## src/rtl/cobs_frame_decoder.sv

```systemverilog
// cobs_frame_decoder
//   COBS-decodes the 0x00-delimited UART trace byte stream back into frame
//   payload bytes, with per-frame status.
// Ports:
//   clk_i, reset_i       clock, synchronous active-high reset
//   in_data/in_valid     encoded input byte stream
//   in_ready             combinational: !out_valid || out_ready
//   out_data/out_valid   decoded payload byte, accepted on out_ready
//   out_last             out_data is the final byte of its frame
//   frame_done           1-cycle pulse at frame termination
//   frame_len            decoded bytes delivered for the frame (with frame_done)
//   frame_error          frame truncated or overflowed (with frame_done)
// Optional feature (macro COBS_DEC_STATS_EN):
//   stat_frames/stat_errors/stat_dropped saturating 16-bit counters.
module cobs_frame_decoder #(
  parameter int unsigned MaxFrameLen = 256,
  parameter int unsigned LenWidth    = $clog2(MaxFrameLen + 1)
) (
  input  logic                clk_i,
  input  logic                reset_i,
  input  logic [7:0]          in_data,
  input  logic                in_valid,
  output logic                in_ready,
  output logic [7:0]          out_data,
  output logic                out_valid,
  input  logic                out_ready,
  output logic                out_last,
  output logic                frame_done,
  output logic [LenWidth-1:0] frame_len,
  output logic                frame_error
`ifdef COBS_DEC_STATS_EN
  ,
  output logic [15:0]         stat_frames,
  output logic [15:0]         stat_errors,
  output logic [15:0]         stat_dropped
`endif
);

  typedef enum logic [1:0] {
    RESYNC = 2'd0,
    CODE   = 2'd1,
    DATA   = 2'd2,
    DROP   = 2'd3
  } state_e;

  state_e                state_q, state_d;
  logic [7:0]            remaining_q, remaining_d;
  logic                  pend_zero_q, pend_zero_d;
  logic                  in_frame_q, in_frame_d;
  logic [7:0]            hold_data_q, hold_data_d;
  logic                  hold_valid_q, hold_valid_d;
  logic [LenWidth-1:0]   len_q, len_d;
  logic [7:0]            out_data_q, out_data_d;
  logic                  out_valid_q, out_valid_d;
  logic                  out_last_q, out_last_d;
  logic                  frame_done_q, frame_done_d;
  logic [LenWidth-1:0]   frame_len_q, frame_len_d;
  logic                  frame_error_q, frame_error_d;

  logic                  accept;
  logic                  produce;
  logic [7:0]            prod_byte;
  logic                  terminate;
  logic                  term_err;

  assign in_ready = !out_valid_q || out_ready;
  assign accept   = in_valid && in_ready;

  // Next-state: decode FSM, hold-register delivery, overflow and termination
  always_comb begin
    state_d       = state_q;
    remaining_d   = remaining_q;
    pend_zero_d   = pend_zero_q;
    in_frame_d    = in_frame_q;
    hold_data_d   = hold_data_q;
    hold_valid_d  = hold_valid_q;
    len_d         = len_q;
    out_data_d    = out_data_q;
    out_valid_d   = out_valid_q && !out_ready;
    out_last_d    = out_last_q;
    frame_done_d  = 1'b0;
    frame_len_d   = frame_len_q;
    frame_error_d = frame_error_q;
    produce       = 1'b0;
    prod_byte     = 8'h00;
    terminate     = 1'b0;
    term_err      = 1'b0;

    if (accept) begin
      unique case (state_q)
        RESYNC: begin
          if (in_data == 8'h00) state_d = CODE;
        end
        CODE: begin
          if (in_data == 8'h00) begin
            // Delimiter with no code byte seen is just an inter-frame gap
            terminate = in_frame_q;
          end else begin
            in_frame_d  = 1'b1;
            remaining_d = in_data - 8'd1;
            produce     = pend_zero_q;
            prod_byte   = 8'h00;
            pend_zero_d = (in_data != 8'hFF);
            state_d     = (in_data > 8'd1) ? DATA : CODE;
          end
        end
        DATA: begin
          if (in_data == 8'h00) begin
            terminate = 1'b1;
            term_err  = 1'b1;
          end else begin
            produce     = 1'b1;
            prod_byte   = in_data;
            remaining_d = remaining_q - 8'd1;
            if (remaining_q == 8'd1) state_d = CODE;
          end
        end
        DROP: begin
          if (in_data == 8'h00) begin
            terminate = 1'b1;
            term_err  = 1'b1;
          end
        end
        default: state_d = RESYNC;
      endcase
    end

    if (produce) begin
      if (len_q == LenWidth'(MaxFrameLen)) begin
        // Overflow: drop this byte, flush hold as the frame's last byte
        state_d      = DROP;
        hold_valid_d = 1'b0;
        if (hold_valid_q) begin
          out_data_d  = hold_data_q;
          out_last_d  = 1'b1;
          out_valid_d = 1'b1;
        end
      end else begin
        hold_data_d  = prod_byte;
        hold_valid_d = 1'b1;
        len_d        = len_q + LenWidth'(1);
        if (hold_valid_q) begin
          out_data_d  = hold_data_q;
          out_last_d  = 1'b0;
          out_valid_d = 1'b1;
        end
      end
    end

    if (terminate) begin
      if (hold_valid_q) begin
        out_data_d  = hold_data_q;
        out_last_d  = 1'b1;
        out_valid_d = 1'b1;
      end
      hold_valid_d  = 1'b0;
      frame_done_d  = 1'b1;
      frame_len_d   = len_q;
      frame_error_d = term_err;
      len_d         = '0;
      pend_zero_d   = 1'b0;
      in_frame_d    = 1'b0;
      state_d       = CODE;
    end
  end

  // State registers
  always_ff @(posedge clk_i) begin
    if (reset_i) begin
      state_q       <= RESYNC;
      remaining_q   <= 8'h00;
      pend_zero_q   <= 1'b0;
      in_frame_q    <= 1'b0;
      hold_data_q   <= 8'h00;
      hold_valid_q  <= 1'b0;
      len_q         <= '0;
      out_data_q    <= 8'h00;
      out_valid_q   <= 1'b0;
      out_last_q    <= 1'b0;
      frame_done_q  <= 1'b0;
      frame_len_q   <= '0;
      frame_error_q <= 1'b0;
    end else begin
      state_q       <= state_d;
      remaining_q   <= remaining_d;
      pend_zero_q   <= pend_zero_d;
      in_frame_q    <= in_frame_d;
      hold_data_q   <= hold_data_d;
      hold_valid_q  <= hold_valid_d;
      len_q         <= len_d;
      out_data_q    <= out_data_d;
      out_valid_q   <= out_valid_d;
      out_last_q    <= out_last_d;
      frame_done_q  <= frame_done_d;
      frame_len_q   <= frame_len_d;
      frame_error_q <= frame_error_d;
    end
  end

  assign out_data    = out_data_q;
  assign out_valid   = out_valid_q;
  assign out_last    = out_last_q;
  assign frame_done  = frame_done_q;
  assign frame_len   = frame_len_q;
  assign frame_error = frame_error_q;

`ifdef COBS_DEC_STATS_EN
  logic [15:0] stat_frames_q, stat_frames_d;
  logic [15:0] stat_errors_q, stat_errors_d;
  logic [15:0] stat_dropped_q, stat_dropped_d;
  logic        drop_byte;

  // Non-delimiter bytes discarded while hunting for a frame boundary
  assign drop_byte = accept && (in_data != 8'h00) &&
                     ((state_q == RESYNC) || (state_q == DROP));

  // Saturating statistics counters
  always_comb begin
    stat_frames_d  = stat_frames_q;
    stat_errors_d  = stat_errors_q;
    stat_dropped_d = stat_dropped_q;
    if (frame_done_d && (stat_frames_q != 16'hFFFF))
      stat_frames_d = stat_frames_q + 16'd1;
    if (frame_done_d && term_err && (stat_errors_q != 16'hFFFF))
      stat_errors_d = stat_errors_q + 16'd1;
    if (drop_byte && (stat_dropped_q != 16'hFFFF))
      stat_dropped_d = stat_dropped_q + 16'd1;
  end

  always_ff @(posedge clk_i) begin
    if (reset_i) begin
      stat_frames_q  <= 16'h0000;
      stat_errors_q  <= 16'h0000;
      stat_dropped_q <= 16'h0000;
    end else begin
      stat_frames_q  <= stat_frames_d;
      stat_errors_q  <= stat_errors_d;
      stat_dropped_q <= stat_dropped_d;
    end
  end

  assign stat_frames  = stat_frames_q;
  assign stat_errors  = stat_errors_q;
  assign stat_dropped = stat_dropped_q;
`endif

endmodule

```

## config.mk

```make
export PLATFORM = sky130hd
export DESIGN_NAME = cobs_frame_decoder
export DESIGN_NICKNAME = d
export VERILOG_FILES = /design/src/rtl/cobs_frame_decoder.sv
export SDC_FILE = /design/constraint.sdc
export NUM_CORES = 1
export LEC_CHECK = 0
export ABC_CLOCK_PERIOD_IN_PS = 2880
export BUFFER_PORTS_ARGS = -buffer_cell sky130_fd_sc_hd__buf_2
export CORE_UTILIZATION = 25
export CTS_BUF_LIST = sky130_fd_sc_hd__clkbuf_8
export DETAILED_ROUTE_END_ITERATION = 8
export GPL_ROUTABILITY_DRIVEN = 0
export PLACE_DENSITY = 0.52
export REMOVE_ABC_BUFFERS = 1
export SKIP_LAST_GASP = 1
export SLEW_MARGIN = 20
export SYNTH_ARGS = -nofsm -noshare
export SYNTH_HDL_FRONTEND = slang
export SYNTH_SLANG_ARGS = --single-unit
```

## constraint.sdc

```tcl
create_clock -name clk_i -period 2.88 [get_ports clk_i]
set_input_delay 0.576 -clock clk_i [delete_from_list [all_inputs] [get_ports clk_i]]
set_output_delay 0.576 -clock clk_i [all_outputs]
set_load 0.01 [all_outputs]
```

; Word-level counts from Yosys, hierarchy flattened
; Cells that the tools add are included.
[classes]
div_mod_pow = 0
n_lt_le_gt_ge = 1
bitwise = 2
n_eq_ne = 8
reduce_logical = 13
n_shift = 0
mul = 0
n_addsub = 3
n_mux = 42
[ops]
columns = op, n
row1 = $mux W8, 9
row2 = $mux W1, 21
row3 = $mux W2, 8
row4 = $pmux W8 S2, 1
row5 = $sub A8 B1 Y8 const B, 2
row6 = $add A9 B1 Y9 const B, 1
row7 = $eq A9 B9 Y1 const B, 1
row8 = $eq A8 B1 Y1 const B, 1
row9 = $gt A8 B1 Y1 const B, 1
row10 = $logic_not A8 Y1, 1
row11 = $ne A8 B8 Y1 const B, 1
row12 = $pmux W2 S3, 1
row13 = $eq A2 B2 Y1 const B, 2
row14 = $ne A2 B2 Y1 const B, 2
row15 = $pmux W1 S2, 2
row16 = $reduce_and A4 Y1, 1
row17 = $reduce_or A2 Y1, 2
row18 = $reduce_and A3 Y1, 1
row19 = $eq A2 B1 Y1 const B, 1
row20 = $logic_and A1 B1 Y1, 2
row21 = $logic_not A1 Y1, 2
row22 = $logic_not A2 Y1, 1
row23 = $not A1 Y1, 2
row24 = $reduce_and A2 Y1, 1
row25 = 2 further kinds, 2
[word_totals]
inputBits = 12
latchBits = 0
mem_bits_ro = 0
memories = 0
ff_bits = 51
ram_bits = 0

; Logic depth before layout (Yosys ltp)
; Gate-level depths: netlist of run 1.
[logic_depth]
ltp_word = 8
ltp_mapped = 9

; Least setup slack after synthesis of run 1
; No wires, ideal clock.
[synth_timing]
kind = input-to-reg
from = in in_data[0]
to = reg frame_len_q[0], in the netlist frame_len[0]
stages = 8
path_slack_ns = 0.546
required_time_ns = 2.752
arrival_time_ns = 2.206
cell_sequence = inv_1 ha_1 nor3b_1 nand2_1 a2111oi_4 buf_6 mux2i_1 nor2_1
[synth_via]
elab_chain_len = 4
word_cells_on_any_way = 5
cone_classes = mux: 4 / reduce/logical: 1
[synth_lines]
columns = item, line_no
row1 = "start, declared", 21  ; input logic [7:0] in_data,
row2 = $logic_not A8 Y1 *, "95, 108, 119"
row3 = $mux W1 (on tied branches), "108, 119, 95"
row4 = $pmux W1 S2 *, 90  ; unique case (state_q)
row5 = $mux W1 *, 89  ; if (accept) begin
row6 = "end signal, assigned", 195  ; frame_len_q <= frame_len_d;
row7 = "end, declared", 57  ; logic [LenWidth-1:0] frame_len_q, frame_len_d;
; Every way passes the cells marked *; elsewhere a longest branch is shown, timed or not.
; A chain may end at the register's enable or synchronous reset.

==> metrics.txt, run 1 <==
DRT Wirelength 6450 µm; die area 11400 µm²; wire length on met2 roughly 2900 µm; Vias approximately 2400; drt via density about 4.7; Async S/R FF share, synth 0; post-CTS sizing 0; layout cells sized above 1 0.170; Sink Count a little over 50; Post-DP HPWL between 4000 and 5000 µm; Mapped Cells about 330; P per Cell Area approximately 410 nW/µm²; Fillers approximately 1200; TNS Setup 0 ps; CTS tree done; pin count of the biggest net entering global routing 30; CP Launch Type primary input; Total Nets Final between 300 and 400; ANT cells 0; min Tclk post-route roughly 2400 ps; top layer in use met4; ys flop type dfxtp_1; multi-input logic area 1530 µm²; clk slew on worst S/H paths about 90 ps; worst-path maximum fanout 9; die width ~110 µm; CTS Buffer Depth 2; post-route met1 wirelength roughly 3200 µm; Synth Area per Inst 8.41 µm²; Worst Tran Pin Value roughly 580 ps; Max IR drop VDD just under 0.0002 V; WL/cell between 10 and 15 µm; CP Class primary input to flop; Rel. slew slack 0.610; Post-synth EDFFs 0; fin. max-slew vios 0; area grow syn2layout 15.4%; max-capacitance violation count 0; #FFs+latches synth 51; num rows 37; Skew-Pair Late Insertion Delay between 300 and 400 ps; register area ~1000 µm²; Final Cycle Share 0.830; met3 wire length approximately 360 µm; global-route congestion overflow total 0; YS warnings 0; worst hold path class flop to flop; Yosys cell types 54; CP endpoint kind flop; Leakage between 1 and 1.5 nW; htree depth 2; port bufs 33; RSZ-0062 raised after global routing no; vias in the first global route ~2300; first-pass GRT wire length approximately 11000 µm; TritonRoute pass-1 iters 4; CTS Hold Buffers Added 0; status complete, no violations; Synth area leaders dfxtp_1 (37%), mux2i_1 (7.0%), nand2_1 (6.0%); Starting DRT DRC Count 95; Yosys top cell by area dfxtp_1; sequential fraction of the synthesis area 0.373; core area between 10000 and 15000 µm²; I/O pin count 34; postcts setup bufs 0; Critical Path RT between 3000 and 4000 ps; Initial Utilization 0.261; antenna-violating nets left 0; Fin. Hold Viols 0; Post-route DRC 0; clk root buf clkbuf_8; chip height 107 µm; Yosys top cell area share 0.373; Final Setup Violations 0; TritonCTS buffer count 5; total track usage 0.119; antenna violations before repair 0; CP arrival around 2600 ps; Final Skew approximately 9.8 ps; hold slack final approximately 450 ps; Fmax between 400 and 500 MHz; Post-Syn Area around 2700 µm²
-- layout by cell type, fill, tap and decap left out, types with 9 or more instances in the layout --
cell     synthesis  layout
nand2_1         44      44
ha_1            11      11
mux2i_1         19      19
dfxtp_1         51      51
or3_1           12      12
o21ai_0         12      12
a21oi_1         26      26
inv_1           22      22
buf_2            3      33
buf_4            1       9
nor2_1          29      29
-- Yosys cell counts (all sizes together), types with 2 or more instances --
library cell   n
dfxtp         51
a2111oi        2
o31ai          3
or2            2
or4            5
o21ai         17
nor2          30
a21oi         26
nand4          7
nor4b          2
nand3          6
nand3b         2
nor4           3
xnor2          6
a31oi          2
o21a           2
clkbuf         7
mux2i         19
a211oi         3
a22oi          2
nor3b          2
a21o           3
inv           22
nand2         44
buf            9
nand4b         2
or3           12
ha            11
nor3           7
-- per-stage QoR --
step | utilization | total power [mW] | setup slack, ps | cell area, µm² | std cells
6_report | 0.301 | 1.31 | 491 | 3150 | 495
5_1_grt | 0.301 | 1.35 | 298 | 3150 | 495
4_1_cts | 0.301 | 1.32 | 481 | 3150 | 495
3_5_place_dp | 0.290 | 0.791 | 179 | 3040 | 487
3_3_place_gp | 0.290 | 0.791 | 253 | 3040 | 487
2_1_floorplan | - | 0.753 | 31.8 | 2630 | 309
-- where the power goes --
group	internal (mW)	switching [mW]	total (mW)	leakage, nW
Sequential	0.705	0.000208	0.705	0.411
Combinational	0.0216	0.0482	0.0698	0.669
Clock	0.282	0.249	0.531	0.0612
-- critical path, cell delays in order --
cell	delay (ps)
buf_2	130
inv_1	100
ha_1	170
nor3b_1	420
nand2_1	190
a2111oi_4	440
o21a_1	170
buf_4	200
mux2i_1	210
-- layout make-up --
class / instances / area share
clock buffers: 6 / 0.0262
inverters: 23 / 0.0274
multi-input cells: 235 / 0.484
flip-flops and latches: 51 / 0.324
repair buffers: 42 / 0.0738
clock inverters: 2 / 0.0111
well taps: 136 / 0.0539
-- routing by layer --
layer | GRT usage | up-vias
met5 | 0 | -
met4 | 0.0245 | 0
met3 | 0.0304 | 5
met2 | 0.191 | 58
met1 | 0.160 | 1082
li1 | - | 1206
-- final timing paths --
kind / endpoint / start / slack (ps) / cells after the start
worst min register to register: in_frame_q / in_frame_q / 450 / 2
worst max-delay path: flop / in_data[0] / 490 / 9
worst min-delay path: in_frame_q / in_frame_q / 450 / 2
worst max register to register: hold_data_q[0] / state_q[1] / 570 / 7
-- logic make-up after synthesis --
group           count (synthesis)  synth area share
compound gates                 71             0.175
xor+xnor                        6            0.0192
fa+ha+maj                      11            0.0503
buf+inv                        39            0.0700
flops                          51             0.373
mux                            19            0.0696
simple gates                  128             0.243
Power figures use the tool's default switching activity.
==> inputs of run 2 (changes only) <==
ABC_CLOCK_PERIOD_IN_PS = 2400   (was 2880)
clock period = 2.4 ns   (was 2.88 ns; I/O delays follow)
==> metrics.txt, run 2 (synthesis results as in run 1) <==
max-capacitance violation count 0; commonest non-fill, non-tap cell in the layout dfxtp_1; min Tclk post-route about 2100 ps; postcts setup bufs 0; P per Cell Area 478 nW/µm²; worst-path maximum fanout 15; Hold Crit Depth 2; CP Launch Type flop; Critical Path RT ~2600 ps; Tot Pwr roughly 1.6 mW; Vias between 2000 and 2500; Fmax around 480 MHz; Initial Utilization 0.261; Max IR drop VDD around 0.00019 V; Final Cycle Share 0.866; htree depth 2; Starting DRT DRC Count about 120; total track usage 0.122; drt via density between 4 and 5; Design Area, Final 3270 µm²; CTS tree done; Fillers 1138; Total Nets Final around 400; TritonCTS buffer count 5; clk root buf clkbuf_8; worst hold path class flop to flop; die width approximately 110 µm; fin. max-slew vios 0; Post-DP HPWL 5170 µm; WL/cell 13.1 µm; commonest cells after routing, fill and taps aside dfxtp_1 (51), nand2_1 (44), buf_2 (33), nor2_1 (29), a21oi_1 (26); Final Skew ~11 ps; reg2reg setup slack about 320 ps; antenna-violating nets left 0; global-route congestion overflow total 0; worst reg2reg path depth 9; pin count of the biggest net entering global routing 20; CTS Hold Buffers Added 0; Worst Tran Pin Value 570 ps; placed cell area about 3200 µm²; CP arrival 2310 ps; Rel. slew slack 0.617; port bufs 33; CP endpoint kind flop; ANT cells 0; CTS Buffer Depth 2; TritonRoute pass-1 iters 4; CP Class flop to flop; antenna violations before repair 0; Sink Count 51; chip height between 100 and 150 µm; Post-route DRC 0; die area 11400 µm²; num rows 37; first-pass GRT wire length 11100 µm; clk slew on worst S/H paths 100 ps; RSZ-0062 raised after global routing no; Skew-Pair Late Insertion Delay ~310 ps; post-CTS sizing 0; DRT Wirelength 6680 µm; Leakage between 1 and 1.5 nW; Fin. Hold Viols 0; core area ~10000 µm²; r2r endpoint remaining_q[5]; area grow syn2layout 19.7%; Final Setup Violations 0; FF-to-FF Start state_q[0]; I/O pin count 34; vias in the first global route approximately 2300; status complete, no violations; layout cells sized above 1 0.201
[run 2: routing by layer]
layer,share of wire,vias up,global-route usage,wire length [µm]
met5,0,-,0,0
met2,0.47,28,0.212,3160
met4,0.0078,0,0.0264,52
li1,-,1238,-,-
met3,0.040,6,0.0340,269
met1,0.48,1132,0.150,3190
[run 2: worst max-delay path by stage]
stage | startpoint | to | slack, ps | depth (start not counted)
global route | state_q[0] | remaining_q[6] | 130 | 9
global placement | in_data[1] | frame_len[4] | 60 | 9
floorplan | state_q[0] | remaining_q[3] | -410 | 7
CTS | state_q[0] | remaining_q[5] | 290 | 9
finish | state_q[0] | remaining_q[5] | 320 | 9
detailed placement | in_data[1] | frame_len[4] | 50 | 9
[run 2: final cells by class]
class	instances	area [µm²]	share of cell area
tap	136	170	0.0520
clock inverter	2	35.0	0.0107
multi-input combinational	235	1530	0.467
inverter	23	86.3	0.0264
timing repair buffer	56	350	0.107
sequential	51	1020	0.312
clock buffer	6	82.6	0.0252
[run 2: critical path: stages, from the launching register on]
cell and delay [ps]:
dfxtp_1 350, inv_1 90, ha_1 250, buf_4 240
nor2_1 80, a2111oi_2 370, buf_4 210, buf_4 150
a21oi_1 60, a211oi_1 210
[run 2: power by group]
group | internal (mW) | leakage [nW] | switching [mW] | total (mW)
sequential | 0.846 | 0.411 | 0.000257 | 0.846
clock | 0.338 | 0.0612 | 0.288 | 0.626
combinational | 0.0339 | 0.740 | 0.0581 | 0.0921
total | 1.22 | 1.21 | 0.346 | 1.56
[run 2: per-stage QoR]
step	setup WS (ps)	setup TNS [ps]	util	hold slack, ps	instances
final	323	0	0.313	454	509
after global routing	133	0	0.313	478	509
after CTS	289	0	0.313	460	509
after detailed placement	50.5	0	0.301	446	501
after global placement	60.6	0	0.301	441	501
after floorplan	-407	-7000	-	426	309
==> inputs of run 3 (changes only) <==
CORE_UTILIZATION = 50   (was 25)
PLACE_DENSITY = 0.81   (was 0.52)
==> metrics.txt, run 3 (synthesis results as in run 1) <==
switch share 0.223; P per Cell Area 498 nW/µm²; Vias approximately 2400; critical path launch point state_q[1]; global-route congestion overflow total 0; layout cells sized above 1 0.190; CP Cell Sequence inv_1 -> ha_1 -> a21o_1 -> o2111a_2 -> nand3_4 -> or4_1 -> a21oi_1; Max IR drop VDD 0.000386 V; reg2reg setup slack approximately 220 ps; drt via density between 5 and 6; Fillers around 480; max incr delay on CP ~530 ps; chip height roughly 76 µm; Fin. Hold Viols 0; CP Launch Type flop; Sink Count ~50; CP delay by family, top simple AND/OR/NAND/NOR gates; Crit-path slowest cell or4_1; htree depth 2; CP endpoint kind flop; fin. max-slew vios 0; die width 75.9 µm; Final Skew about 8.2 ps; sequential share of power 0.538; I/O pin count 34; core area about 5200 µm²; post-CTS sizing 0; worst reg2reg path depth 7; Leakage around 1.2 nW; ANT cells 0; vias in the first global route ~2300; CP arrival ~2400 ps; r2r endpoint hold_data_q[0]; Layout Utilization 0.611; CP Class flop to flop; Rel. slew slack 0.584; Internal 1.22 mW; net switching power figure between 0.3 and 0.4 mW; RSZ-0062 raised after global routing no; worst-path maximum fanout 13; clock network power share 0.405; multi-input logic area approximately 1500 µm²; Worst Tran Pin Value 619 ps; worst hold path class flop to flop; Post-DP HPWL approximately 4500 µm; area grow syn2layout 15.5%; port bufs 33; min Tclk post-route around 2200 ps; commonest cells after routing, fill and taps aside dfxtp_1 (51), nand2_1 (44), buf_2 (33), nor2_1 (29), a21oi_1 (26); first-pass GRT wire length a little over 10000 µm; commonest non-fill, non-tap cell in the layout dfxtp_1; postcts setup bufs 0; combinational power share 0.056; TritonRoute pass-1 iters 5; Initial Utilization 0.529; antenna violations before repair 0; register area a little over 1000 µm²; Worst Path Buf+Inv 1; Final Cycle Share 0.906; WL/cell between 10 and 15 µm; die area 5770 µm²; Tot Pwr between 1.5 and 2 mW; num rows 26; Post-route DRC 0; TNS Setup 0 ps; antenna-violating nets left 0; CTS Hold Buffers Added 0; DRT Wirelength roughly 6100 µm; Crit path depth 7; Starting DRT DRC Count roughly 140; Final Setup Violations 0; clk slew on worst S/H paths around 100 ps; Total Nets Final around 390; Critical Path RT approximately 2600 ps; Fmax 460 MHz; CTS Buffer Depth 2; Skew-Pair Late Insertion Delay around 310 ps; status complete, no violations; pin count of the biggest net entering global routing 18; hold slack final 458 ps; FF-to-FF Start state_q[1]; clk root buf clkbuf_8; Critical path destination hold_data_q[0]; max-capacitance violation count 0; CTS tree done; total track usage 0.216; TritonCTS buffer count 5
run 3: worst min-delay path by stage:
| stage | cells past startpoint | startpoint | slack, ps | end |
|---|---|---|---|---|
| floorplan | 2 | in_frame_q | 430 | in_frame_q |
| global placement | 2 | flop | 440 | flop |
| detailed placement | 2 | hold_data_q[6] | 440 | hold_data_q[6] |
| CTS | 2 | hold_data_q[6] | 460 | hold_data_q[6] |
| global route | 2 | hold_data_q[6] | 480 | hold_data_q[6] |
| finish | 2 | hold_data_q[6] | 460 | hold_data_q[6] |
run 3: power by group through the flow:
| stage | combinational [mW] | clock, mW | sequential (mW) |
|---|---|---|---|
| CTS | 0.0874 | 0.648 | 0.846 |
| detailed placement | 0.0866 | 0 | 0.866 |
| finish | 0.0882 | 0.637 | 0.846 |
| global placement | 0.0851 | 0 | 0.866 |
| global route | 0.0964 | 0.683 | 0.846 |
| floorplan | 0.0374 | 0 | 0.866 |
run 3: per-stage QoR:
stage          std cells  cell area [µm²]  setup slack [ps]
4_1_cts              439             3160               226
5_1_grt              439             3160               117
3_3_place_gp         431             3040               102
3_5_place_dp         431             3040              48.9
2_1_floorplan        309             2630              -407
6_report             439             3160               225
run 3: worst reg2reg max path: cells and delay by family (launching register included):
family / cells / cell delay (ps)
adders and majority gates: 1 / 290
DFF: 1 / 340
AOI/OAI and AO/OA: 3 / 660
and+or+nand+nor: 2 / 700
buffers and inverters: 1 / 120
run 3: area by class of cell:
| cell class | count | share of cell area |
|---|---|---|
| Sequential cell | 51 | 0.323 |
| Tap cell | 70 | 0.0277 |
| Timing Repair Buffer | 52 | 0.101 |
| Clock inverter | 2 | 0.0123 |
| Multi-Input combinational cell | 235 | 0.482 |
| Clock buffer | 6 | 0.0261 |
| Inverter | 23 | 0.0273 |
run 3: metal layers:
| metal | wire length, µm | share of wire | up-vias | track usage |
|---|---|---|---|---|
| met3 | 180 | 0.029 | 6 | 0.0349 |
| li1 | - | - | 1219 | - |
| met1 | 2800 | 0.46 | 1166 | 0.259 |
| met4 | 41 | 0.0067 | 0 | 0.0462 |
| met5 | 0 | 0 | - | 0 |
| met2 | 3090 | 0.51 | 39 | 0.402 |
